===== src/rtl/sync_down_counter_tff_if.sv =====
// Control/status bundle for one sync_down_counter_tff stage.
// master drives en/load/d; the counter (slave) returns q/tc/done.
interface sync_down_counter_tff_if #(
    parameter int unsigned WIDTH = 4
);
    logic             en;
    logic             load;
    logic [WIDTH-1:0] d;
    logic [WIDTH-1:0] q;
    logic             tc;
    logic             done;

    modport master (output en, load, d, input q, tc, done);
    modport slave  (input en, load, d, output q, tc, done);
endinterface


===== src/rtl/sync_down_counter_tff.sv =====
// Modulo-MODULUS down counter built as a T-FF chain, state updated on the falling clock edge.
// tc is the combinational borrow used to enable the next cascaded stage.
module sync_down_counter_tff #(
    parameter int unsigned WIDTH    = 4,
    parameter int unsigned MODULUS  = 10,
    parameter bit          ONE_SHOT = 1'b0
) (
    input  logic                   clk,
    input  logic                   rs,
    sync_down_counter_tff_if.slave bus
);

    localparam int unsigned      CW    = WIDTH + 1;
    localparam logic [WIDTH-1:0] MAX_Q = WIDTH'(MODULUS - 1);
    localparam bit               POW2  = (64'(MODULUS) == (64'd1 << WIDTH));

    logic [WIDTH-1:0] q_r;
    logic [WIDTH-1:0] q_nxt;
    logic [WIDTH-1:0] low_zero;
    logic [WIDTH-1:0] toggle;
    logic             done_r;
    logic             done_nxt;
    logic             at_zero;

    // low_zero[i]: all bits below i are zero (borrow ripple into bit i)
    always_comb begin
        low_zero    = '0;
        low_zero[0] = 1'b1;
        for (int i = 1; i < int'(WIDTH); i++) begin
            low_zero[i] = low_zero[i-1] & ~q_r[i-1];
        end
    end

    assign at_zero = (q_r == '0);

    // Next state: load (with clamp) beats count; done freezes the count
    always_comb begin
        toggle   = {WIDTH{bus.en}} & low_zero;
        q_nxt    = q_r;
        done_nxt = done_r;
        if (bus.load) begin
            q_nxt    = ({1'b0, bus.d} >= CW'(MODULUS)) ? MAX_Q : bus.d;
            done_nxt = 1'b0;
        end else if (bus.en && !done_r) begin
            if (at_zero) begin
                if (ONE_SHOT) begin
                    toggle   = '0;
                    done_nxt = 1'b1;
                end else if (!POW2) begin
                    toggle = q_r ^ MAX_Q;
                end
            end
            q_nxt = q_r ^ toggle;
        end
    end

    always_ff @(negedge clk) begin
        if (rs) begin
            q_r    <= '0;
            done_r <= 1'b0;
        end else begin
            q_r    <= q_nxt;
            done_r <= done_nxt;
        end
    end

    assign bus.q    = q_r;
    assign bus.done = done_r;
    assign bus.tc   = bus.en & at_zero & ~done_r;

endmodule


===== src/flat_wrapper.sv =====
// flat-port wrapper written by rule: the top's interface ports become plain ports
module sync_down_counter_tff_flat 
#(
    parameter int unsigned WIDTH    = 4,
    parameter int unsigned MODULUS  = 10,
    parameter bit          ONE_SHOT = 1'b0
)
  (clk, rs, bus_en, bus_load, bus_d, bus_q, bus_tc, bus_done);
  sync_down_counter_tff_if #(.WIDTH(WIDTH)) bus_i ();
  input  logic clk;
  input  logic rs;
  input wire logic [$bits(bus_i.en)-1:0] bus_en;
  input wire logic [$bits(bus_i.load)-1:0] bus_load;
  input wire logic [$bits(bus_i.d)-1:0] bus_d;
  output wire logic [$bits(bus_i.q)-1:0] bus_q;
  output wire logic [$bits(bus_i.tc)-1:0] bus_tc;
  output wire logic [$bits(bus_i.done)-1:0] bus_done;
  assign bus_i.en = bus_en;
  assign bus_i.load = bus_load;
  assign bus_i.d = bus_d;
  assign bus_q = bus_i.q;
  assign bus_tc = bus_i.tc;
  assign bus_done = bus_i.done;
  sync_down_counter_tff #(.WIDTH(WIDTH), .MODULUS(MODULUS), .ONE_SHOT(ONE_SHOT)) u_core (.clk(clk), .rs(rs), .bus(bus_i));
endmodule

===== config.mk =====
export PLATFORM = sky130hd
export DESIGN_NAME = sync_down_counter_tff_flat
export DESIGN_NICKNAME = d
export VERILOG_FILES = /design/src/rtl/sync_down_counter_tff_if.sv /design/src/rtl/sync_down_counter_tff.sv /design/src/flat_wrapper.sv
export SDC_FILE = /design/constraint.sdc
export NUM_CORES = 1
export LEC_CHECK = 0
export CAP_MARGIN = 5
export CORE_AREA = 5 5 42 44
export DETAILED_ROUTE_END_ITERATION = 6
export DIE_AREA = 0 0 47 49
export PLACE_DENSITY_LB_ADDON = 0.25
export SYNTH_ARGS = -nofsm -noshare
export SYNTH_HDL_FRONTEND = slang
export SYNTH_SLANG_ARGS = --single-unit

===== constraint.sdc =====
create_clock -name clk -period 1.35 [get_ports clk]
set_input_delay 0.135 -clock clk [delete_from_list [all_inputs] [get_ports clk]]
set_output_delay 0.135 -clock clk [all_outputs]
set_load 0.005 [all_outputs]

---- After elaboration in Yosys (flattened, before gate mapping) ----
Index checks and enable logic that the tools add are counted.
W data, S select, Z words.
operators by class
  equal/unequal tests ..................... 0
  $mul .................................... 0
  shift operators ......................... 0
  reduce and logical (&&, ||, !) cells .... 2
  add/subtract/negate cells ............... 0
  div/mod/pow operators ................... 0
  multiplexer cells ....................... 6
  $lt $le $gt $ge ......................... 1
  bitwise gates (word level) .............. 9
operators by type and width
  operator              number
  $mux W4               6
  $and A4 B4 Y4         1
  $ge A4 B4 Y1 const B  1
  $logic_not A4 Y1      1
  $xor A4 B4 Y4         1
  $and A1 B1 Y1         3
  $not A1 Y1            3
  $not A2 Y2            1
  $reduce_bool A2 Y1    1
storage, ports and cells
  input port bits ......................... 8
  bits in read-only memories .............. 0
  output and inout bits ................... 6
  memories ................................ 0
  flip-flop bits (word level) ............. 4
  bits in writable memories ............... 0
  logic and storage cells ................. 19
  bits in latches ......................... 0

---- Depth between registers and ports, before layout ----
  word-level depth ........................ 10
  depth in mapped cells ................... 4
  mapped depth without buffers ............ 3

==> qor.yml <==
clock_tree:
  cts.sinks: 4
  cts_tree: "done"
  root_buffer: "clkbuf_4"
  worstSkewPairLatency_ns: 0.29
  htreeDepth: 1
  ctsLongestPathBuffers: 2
  path_clk_slew_ns: 0.03
  cts_made_buffers: 3
outcome:
  outcome: "complete, but fails checks"
  violations: "setup timing"
final_layout:
  largest_register_ffs: 4
  final_cells: 78
  layout-drive-gt1-share_pct: 50.0
  final_nets: 72
  diodes: 0
  synthToLayoutAreaGrowth_pct: 125
floorplan:
  core_um2: 1400
  rows: 14
  die_w_um: 47
  pin_count: 14
  start_util_pct: 17.5
  die_h_um: 49
  fp.dieArea_um2: 2300
pwr:
  powerDensity_nw_per_um2: 871
  ir_drop_mv: 0.573
  p_leak_nw: 0.297
  p_total_w: 0.000480
setup_path:
  reg2reg_depth: 6
  path_buf_inv: 1
  r2r_slack_ns: -0.06
  rr_endpoint: "u_core.bus.q[3]"
  cpPeakStageDelay_ns: 0.41
  crit_chain: "or3b_4 > nor3_4 > buf_2"
  arrival_ns: 1.94
  critPathKind: "reg -> out"
  cp_slowest_cell: "or3b_4"
  critPathRequiredTime_ns: 1.22
  cp.depth: 3
  reg2reg_from: "u_core.bus.q[2]"
  crit_fanout: 2
  cp-end-kind: "primary output"
  startpoint_type: "flip-flop"
  startpoint: "u_core.bus.q[1]"
  cp_top_family: "simple AND/OR/NAND/NOR gates"
  cp-endpoint: "bus_tc"
detailed_routing:
  drtPass1Iterations: 3
  vias: 336
  antenna_left: 0
  viasPerCell: 4.31
  wl_per_cell_um: 9.88
  routed_wl_um: 771
  first_iter_violations: 4
  drc: 0
timing:
  rsz0062_at_grt: "true"
  slew_violations: 0
  hold_viol_final: 0
  skew_ns: 0.00299
  final-setup-viol-count: 8
  finalWorstSetupSlack_ns: -0.724
synth:
  synth_top_area_share_pct: 32.7
  netlist_instances: 32
  yosysWarnings: 0
  syn_area_um2: 245
  yosysSeqAreaShare_pct: 32.7
  yosys_register_bits: 4
  synth_area_leader_cell: "dfxtp_1"
  synth_cell_types: 23
  syn_avg_cell_area_um2: 7.66
  synth_area_leaders: "dfxtp_1 (33%), a21oi_1 (6.1%), inv_1 (4.6%), nor3_1 (4.1%), a211o_1 (3.6%)"
  syn_nets: 40
global_route:
  grt_max_degree: 7
  grt.total_usage_pct: 8.03
  grt_pass1_vias: 337
  grt_pass1_wl_um: 1300
  grt.overflow.total: 0
  antenna_found_initial: 0
job:
  cap_violations: 0
worst_hold_path:
  hold_class: "reg -> reg"
placement:
  dp_hpwl_um: 601
  port_buffers: 12
  place_congestion: 0.645
  dp.cells: 69
## metal layers
metal | part of all wire (%) | vias to the layer above | wire, um | global-route usage [%]
li1 | - | 171 | - | -
met1 | 38 | 155 | 293 | 8.57
met2 | 51 | 10 | 391 | 11.5
met3 | 11 | 0 | 86 | 7.75
met4 | 0 | 0 | 0 | 1.38
met5 | 0 | - | 0 | 0
## synthesized netlist by cell type
cell,instances
a211o_1,1
nor2_1,2
o31a_1,1
a31oi_1,1
nor4b_1,1
clkbuf_1,1
nor2b_1,1
xor2_1,1
inv_1,3
o21ai_0,1
nand3_1,1
nand2b_1,1
or2b_1,1
a311oi_1,1
or3_1,1
nand3b_1,1
or3b_1,1
nand2_1,1
a21oi_1,3
conb_1,1
nor3_1,2
dfxtp_1,4
buf_4,1
## cell type report
cell class,instances,area [um2]
Clock buffer,3,22.5
Clock inverter,4,15.0
Fill cell,162,850
Inverter,2,7.51
Multi-Input combinational cell,23,168
Sequential cell,4,86.3
Tap cell,16,20.0
Timing Repair Buffer,26,233
## worst min path at each step
stage / depth (start not counted) / start / slack (ns) / to
2_1_floorplan: 2 / u_core.bus.q[3] / 0.49 / u_core.bus.q[2]
3_3_place_gp: 3 / u_core.bus.q[3] / 0.60 / u_core.bus.q[2]
3_5_place_dp: 3 / u_core.bus.q[3] / 0.59 / u_core.bus.q[2]
4_1_cts: 3 / u_core.bus.q[3] / 0.60 / u_core.bus.q[2]
5_1_grt: 3 / u_core.bus.q[3] / 0.63 / u_core.bus.q[2]
6_report: 3 / u_core.bus.q[3] / 0.61 / u_core.bus.q[2]
## placed cells by master, fill, tap and decap left out
master          synthesis  final
or2b_1                  1      1
or3b_4                  0      1
dlygate4sd2_1           0      2
inv_1                   3      6
nor3_1                  2      1
nor2_1                  2      2
nor4b_1                 1      1
buf_4                   1      9
a211o_1                 1      1
dfxtp_4                 0      1
xor2_1                  1      1
nand3b_1                1      1
nand2b_4                0      1
dlymetal6s2s_1          0      3
clkbuf_4                0      3
nand2_1                 1      1
buf_2                   0      2
dfxtp_2                 0      2
nor3_4                  0      1
or3_1                   1      1
a311oi_1                1      1
a21oi_1                 3      2
dfxtp_1                 4      1
nand3_1                 1      1
nor2b_1                 1      1
buf_6                   0      8
a31oi_1                 1      1
conb_1                  1      1
o31a_1                  1      1
o21ai_1                 0      1
clkbuf_2                0      2
a21oi_2                 0      1
## report_power, final
group	total, W	switching, W	internal (W)
sequential	0.000138	0.00000840	0.000130
clock	0.000195	0.0000792	0.000116
combinational	0.000147	0.0000528	0.0000941
## cell families (layout without fill, tap and decap cells)
kind of cell | after synthesis | count (layout) | synth area share (%)
and+or+nand+nor | 13 | 13 | 31.6
xor gates and xnor gates | 1 | 1 | 3.57
other | 1 | 1 | 1.53
DFF | 4 | 4 | 32.7
AOI/OAI and AO/OA | 8 | 8 | 21.4
buffers and inverters | 5 | 35 | 9.18
## stage by stage
stage	hold slack (ns)	setup slack, ns	instance area, um2	util, %	TNS, ns
floorplan	0.487	-0.341	254	-	-0.999
global placement	0.598	-0.866	464	33.1	-5.46
detailed placement	0.592	-0.904	464	33.1	-5.45
CTS	0.599	-0.741	518	37.0	-3.33
global route	0.629	-0.805	552	39.4	-2.92
finish	0.615	-0.724	552	39.4	-2.58
## timing repair
| action | in CTS | in global routing |
|---|---|---|
| gates resized for setup | 27 | 18 |
| setup buffers | 2 | 1 |
| endpoints found under the setup margin | 9 | 9 |
| pin swaps | 3 | 2 |
| hold buffers | 0 | 0 |
## worst min-delay path: stages (launching register included)
cell     delay [ns]
dfxtp_4        0.34
buf_6          0.12
nand2_1        0.05
a21oi_1        0.06
Note: power is estimated with default switching activity, not from simulation.
